$ cat src/rtl/div_unit.sv
// Iterative restoring radix-2 divider (signed DIV / unsigned DIVU), one quotient bit per cycle.
// Optional macro DIV_ZERO_FAST_EN: a zero divisor skips the iterations and completes right after accept.
module div_unit #(
  parameter int WIDTH = 32
) (
  input  logic             clk,
  input  logic             rst,
  input  logic             div,
  input  logic             divu,
  input  logic [WIDTH-1:0] dividend,
  input  logic [WIDTH-1:0] divisor,
  output logic             busy,
  output logic             done,
  output logic [WIDTH-1:0] q,
  output logic [WIDTH-1:0] r,
  output logic             dz
);

  localparam int CW = $clog2(WIDTH);

  typedef enum logic [1:0] {
    IDLE,
    RUN,
    DONE
  } state_t;

  state_t           state_q, state_d;
  logic [CW-1:0]    count_q, count_d;
  logic [WIDTH:0]   rem_q, rem_d;
  logic [WIDTH-1:0] quo_q, quo_d;
  logic [WIDTH-1:0] dsr_q, dsr_d;
  logic [WIDTH-1:0] raw_q, raw_d;
  logic             negQ_q, negQ_d;
  logic             negR_q, negR_d;
  logic             zero_q, zero_d;
  logic [WIDTH-1:0] quotOut_q, quotOut_d;
  logic [WIDTH-1:0] remOut_q, remOut_d;
  logic             dz_q, dz_d;

  logic             isSigned;
  logic             divNeg;
  logic             dsrNeg;
  logic [WIDTH-1:0] opA;
  logic [WIDTH-1:0] opB;
  logic [WIDTH+1:0] shifted;
  logic [WIDTH+1:0] trial;
  logic             borrow;
  logic [WIDTH:0]   stepRem;
  logic [WIDTH-1:0] stepQuo;
  logic             lastStep;

  // Operand conditioning at accept: DIV wins over DIVU and divides magnitudes.
  assign isSigned = div;
  assign divNeg   = isSigned & dividend[WIDTH-1];
  assign dsrNeg   = isSigned & divisor[WIDTH-1];
  assign opA      = divNeg ? -dividend : dividend;
  assign opB      = dsrNeg ? -divisor : divisor;

  // One restoring step: shift in the next dividend bit, trial-subtract, keep on no borrow.
  assign shifted  = {rem_q, quo_q[WIDTH-1]};
  assign trial    = shifted - {2'b00, dsr_q};
  assign borrow   = trial[WIDTH+1];
  assign stepRem  = borrow ? shifted[WIDTH:0] : trial[WIDTH:0];
  assign stepQuo  = {quo_q[WIDTH-2:0], ~borrow};
  assign lastStep = (count_q == CW'(WIDTH - 1));

  always_ff @(posedge clk or posedge rst) begin
    if (rst) begin
      state_q   <= IDLE;
      count_q   <= '0;
      rem_q     <= '0;
      quo_q     <= '0;
      dsr_q     <= '0;
      raw_q     <= '0;
      negQ_q    <= 1'b0;
      negR_q    <= 1'b0;
      zero_q    <= 1'b0;
      quotOut_q <= '0;
      remOut_q  <= '0;
      dz_q      <= 1'b0;
    end else begin
      state_q   <= state_d;
      count_q   <= count_d;
      rem_q     <= rem_d;
      quo_q     <= quo_d;
      dsr_q     <= dsr_d;
      raw_q     <= raw_d;
      negQ_q    <= negQ_d;
      negR_q    <= negR_d;
      zero_q    <= zero_d;
      quotOut_q <= quotOut_d;
      remOut_q  <= remOut_d;
      dz_q      <= dz_d;
    end
  end

  always_comb begin
    state_d   = state_q;
    count_d   = count_q;
    rem_d     = rem_q;
    quo_d     = quo_q;
    dsr_d     = dsr_q;
    raw_d     = raw_q;
    negQ_d    = negQ_q;
    negR_d    = negR_q;
    zero_d    = zero_q;
    quotOut_d = quotOut_q;
    remOut_d  = remOut_q;
    dz_d      = dz_q;

    case (state_q)
      IDLE: begin
        if (div | divu) begin
          state_d = RUN;
          count_d = '0;
          rem_d   = '0;
          quo_d   = opA;
          dsr_d   = opB;
          raw_d   = dividend;
          negQ_d  = divNeg ^ dsrNeg;
          negR_d  = divNeg;
          zero_d  = (divisor == '0);
`ifdef DIV_ZERO_FAST_EN
          if (divisor == '0) begin
            state_d   = DONE;
            quotOut_d = '1;
            remOut_d  = dividend;
            dz_d      = 1'b1;
          end
`endif
        end
      end

      RUN: begin
        rem_d   = stepRem;
        quo_d   = stepQuo;
        count_d = count_q + 1'b1;
        if (lastStep) begin
          state_d = DONE;
          // A zero divisor reports the raw dividend, bypassing the sign fix-up.
          if (zero_q) begin
            quotOut_d = '1;
            remOut_d  = raw_q;
            dz_d      = 1'b1;
          end else begin
            quotOut_d = negQ_q ? -stepQuo : stepQuo;
            remOut_d  = negR_q ? -stepRem[WIDTH-1:0] : stepRem[WIDTH-1:0];
            dz_d      = 1'b0;
          end
        end
      end

      DONE: begin
        state_d = IDLE;
      end

      default: begin
        state_d = IDLE;
      end
    endcase
  end

  assign busy = (state_q != IDLE);
  assign done = (state_q == DONE);
  assign q    = quotOut_q;
  assign r    = remOut_q;
  assign dz   = dz_q;

endmodule

$ cat config.mk
export PLATFORM = sky130hd
export DESIGN_NAME = div_unit
export DESIGN_NICKNAME = d
export VERILOG_FILES = /design/src/rtl/div_unit.sv
export SDC_FILE = /design/constraint.sdc
export NUM_CORES = 1
export LEC_CHECK = 0
export CORE_MARGIN = 3
export CORE_UTILIZATION = 40
export DETAILED_ROUTE_END_ITERATION = 7
export GPL_ROUTABILITY_DRIVEN = 0
export HOLD_SLACK_MARGIN = 0.15
export PLACE_DENSITY_LB_ADDON = 0.2
export SETUP_SLACK_MARGIN = 0.4
export SYNTH_ARGS = -nofsm -noshare
export SYNTH_HDL_FRONTEND = slang
export SYNTH_SLANG_ARGS = --single-unit
$ cat constraint.sdc
create_clock -name clk -period 8.8 [get_ports clk]
set_clock_uncertainty 0.1 [all_clocks]
set_input_delay 1.76 -clock clk [delete_from_list [all_inputs] [get_ports clk]]
set_output_delay 1.76 -clock clk [all_outputs]
set_load 0.03 [all_outputs]
==> impl_metrics.json <==
{
  "end_kind": "flop",
  "finalWorstPathRequiredPeriod_ns": 6.41,
  "area_growth_pct": 19.0,
  "max_freq_ghz": 0.156,
  "diodes": 0,
  "synth_edf_count": 0,
  "met2WireLength_um": 18800,
  "routedWlPerCell_um": 17.9,
  "crit_cells": 18,
  "grtUsageTotal_pct": 21.3,
  "synth_largest_area_cell": "dfrtp_1",
  "slew_headroom_pct": 22.0,
  "cts.htree.levels": 1,
  "dieArea_um2": 35700,
  "grt_max_degree": 84,
  "critPathArrivalTime_ns": 6.71,
  "finalSetupViolCount": 0,
  "yosysUniqueCellTypes": 83,
  "portBuffers": 134,
  "tightestPinTransition_ns": 1.15,
  "async_reset_ff_share_pct": 100,
  "top_layer": "met4",
  "synth_fp_nets": 1727,
  "avgViaCountPerCell": 5.60,
  "syn-instance-count": 1620,
  "syn_area_per_cell_um2": 8.27,
  "met1_length_um": 17500,
  "ys.flop_type": "dfrtp_1",
  "die_w_um": 189,
  "dr.pass1.iters": 5,
  "drive_gt1_share_pct": 6.07,
  "final_core_util_pct": 48.7,
  "critical_path.top_delay_family": "simple AND/OR/NAND/NOR gates",
  "vias": 12168,
  "ys_seq_elements": 204,
  "hold_buffers": 0,
  "post-route-period-util_pct": 72.8,
  "cp_cell_sequence": "ha_1, a21oi_1, o211ai_1, a221oi_2, a211oi_1, nor4_2, nor2_4, inv_1, mux2i_1, ha_1, nand3b_1, nor3_1, nand4_1, o41a_1, or4b_1, or4_1, o211ai_1, o22ai_1",
  "crit_type": "flop to flop",
  "clk_pin_slew_ns": 0.06,
  "synth_seq_area_share_pct": 38.1,
  "mappedNetlistArea_um2": 13400,
  "whs_ns": 0.370,
  "ys_warn_count": 0,
  "hp-class": "flop to flop",
  "core_region_area_um2": 32800,
  "ant_nets": 0,
  "cp_slowest_cell": "nor4_2",
  "numCtsBuffers": 26,
  "clock_latency_ns": 0.53,
  "outcome": "complete, no violations",
  "cts_max_path_buffers": 3,
  "cp_slowest_stage_delay_ns": 0.63,
  "most-common-layout-cells": "nand2_1 (256), dfrtp_1 (203), o21ai_0 (191), clkdlybuf4s50_1 (134), a21oi_1 (117)",
  "grt_pass1_wl_um": 62600,
  "slew_violations": 0,
  "max-cap-violations": 0,
  "cp_max_fo": 15,
  "hold_viol_final": 0,
  "clock_sinks": 204,
  "finalNetCount": 1818,
  "wl_met3_um": 1640,
  "timing.setup.tns_ns": 0,
  "post_cts_buffers": 0,
  "cts_tree": "done",
  "rows": 66,
  "overflow": 0,
  "ioPinCount": 135,
  "worstHoldPathCells": 2,
  "totalWireLength_um": 38900,
  "dp_hpwl_um": 28300,
  "reg2reg_depth": 18,
  "rsz0062_at_grt": "no",
  "post_cts_resized": 0,
  "drtIter0Drc": 900,
  "yosys-top-cells-area": "dfrtp_1 (38%), o21ai_0 (7.2%), nand2_1 (7.2%)",
  "cts_root_buffer": "clkbuf_16",
  "yosysTopAreaCellShare_pct": 38.1,
  "die_h_um": 189,
  "cp.required_ns": 9.10,
  "grt_antenna_before_repair": 0,
  "grt_pass1_vias": 11644,
  "worstSetupStartpointType": "flop",
  "initial_core_util_pct": 40.9,
  "cp_num_buf_inv": 1,
  "drc": 0,
  "layout_commonest_cell": "nand2_1"
}
tightest hold or removal path, cell delays in order (launching register included):
cell and delay (ns):
dfrtp_1 0.34, nand2_1 0.05, nand2_1 0.05
logic make-up after synthesis:
family	share of synthesized area, %
and+or+nand+nor	20.0
AOI/OAI and AO/OA	21.1
buffers and inverters	4.81
DFF	38.1
adders and majority gates	3.70
xor gates and xnor gates	8.76
muxes	3.54
final timing paths:
path	start	end	slack [ns]
worst max-delay path	rem_q[9]	r[28]	2.39
worst min-delay path	q[31]	q[31]	0.37
worst max register to register	rem_q[9]	r[28]	2.39
worst min register to register	q[31]	q[31]	0.37
max in group asynchronous	rst	r[4]	5.76
min in group asynchronous	rst	dsr_q[27]	1.60
layer usage:
layer	global-route usage (%)	up-vias
li1	-	5934
met1	28.7	5868
met2	36.4	313
met3	2.70	53
met4	5.10	0
met5	0	-
layout make-up:
cell class,instances,area [µm²]
well taps,442,553
fillers,3222,16800
clock inverters,10,140
multi-input cells,1269,7680
repair buffers,153,1480
clock buffers,38,767
inverters,57,221
flip-flops and latches,204,5110
flip-flops by register name, summed over array words and instances, names as in the netlist:
| name | count |
|---|---|
| count_q | 5 |
| dsr_q | 32 |
| dz | 1 |
| negQ_q | 1 |
| negR_q | 1 |
| q | 32 |
| quo_q | 32 |
| r | 32 |
| raw_q | 32 |
| rem_q | 33 |
| state_q | 2 |
| zero_q | 1 |
Yosys cell counts (all sizes together) (3+ instances only):
library cell and count:
nor4 18, xnor2 78, o41ai 11, and3 17, a21boi 3, a21oi 120
o31ai 24, o31a 3, or3 23, o21ai 196, nand3b 3, nand2 256
o2111ai 3, clkbuf 73, and4 3, xor2 56, and2 13, o21a 13
or4 10, a22oi 31, or2 3, nor2b 5, a311oi 4, nand2b 6
inv 57, nand4 10, mux2i 35, ha 38, dfrtp 204, nor3 36
nand3 52, o211ai 13, nor2 116, mux2 11, a31oi 8, buf 16
a21o 8, a211oi 10
per-stage QoR:
| stage | cell area [µm²] | instances | setup slack (ns) |
|---|---|---|---|
| global placement | 15000 | 2125 | 2.86 |
| floorplan | 13400 | 1620 | 1.37 |
| detailed placement | 15000 | 2125 | 2.57 |
| global route | 16000 | 2173 | 1.82 |
| finish | 16000 | 2173 | 2.39 |
| CTS | 16000 | 2173 | 2.53 |
Power is left out: the tool's default activity adds up to more than one toggle a clock period on the data nets, which glitch-free logic cannot reach.
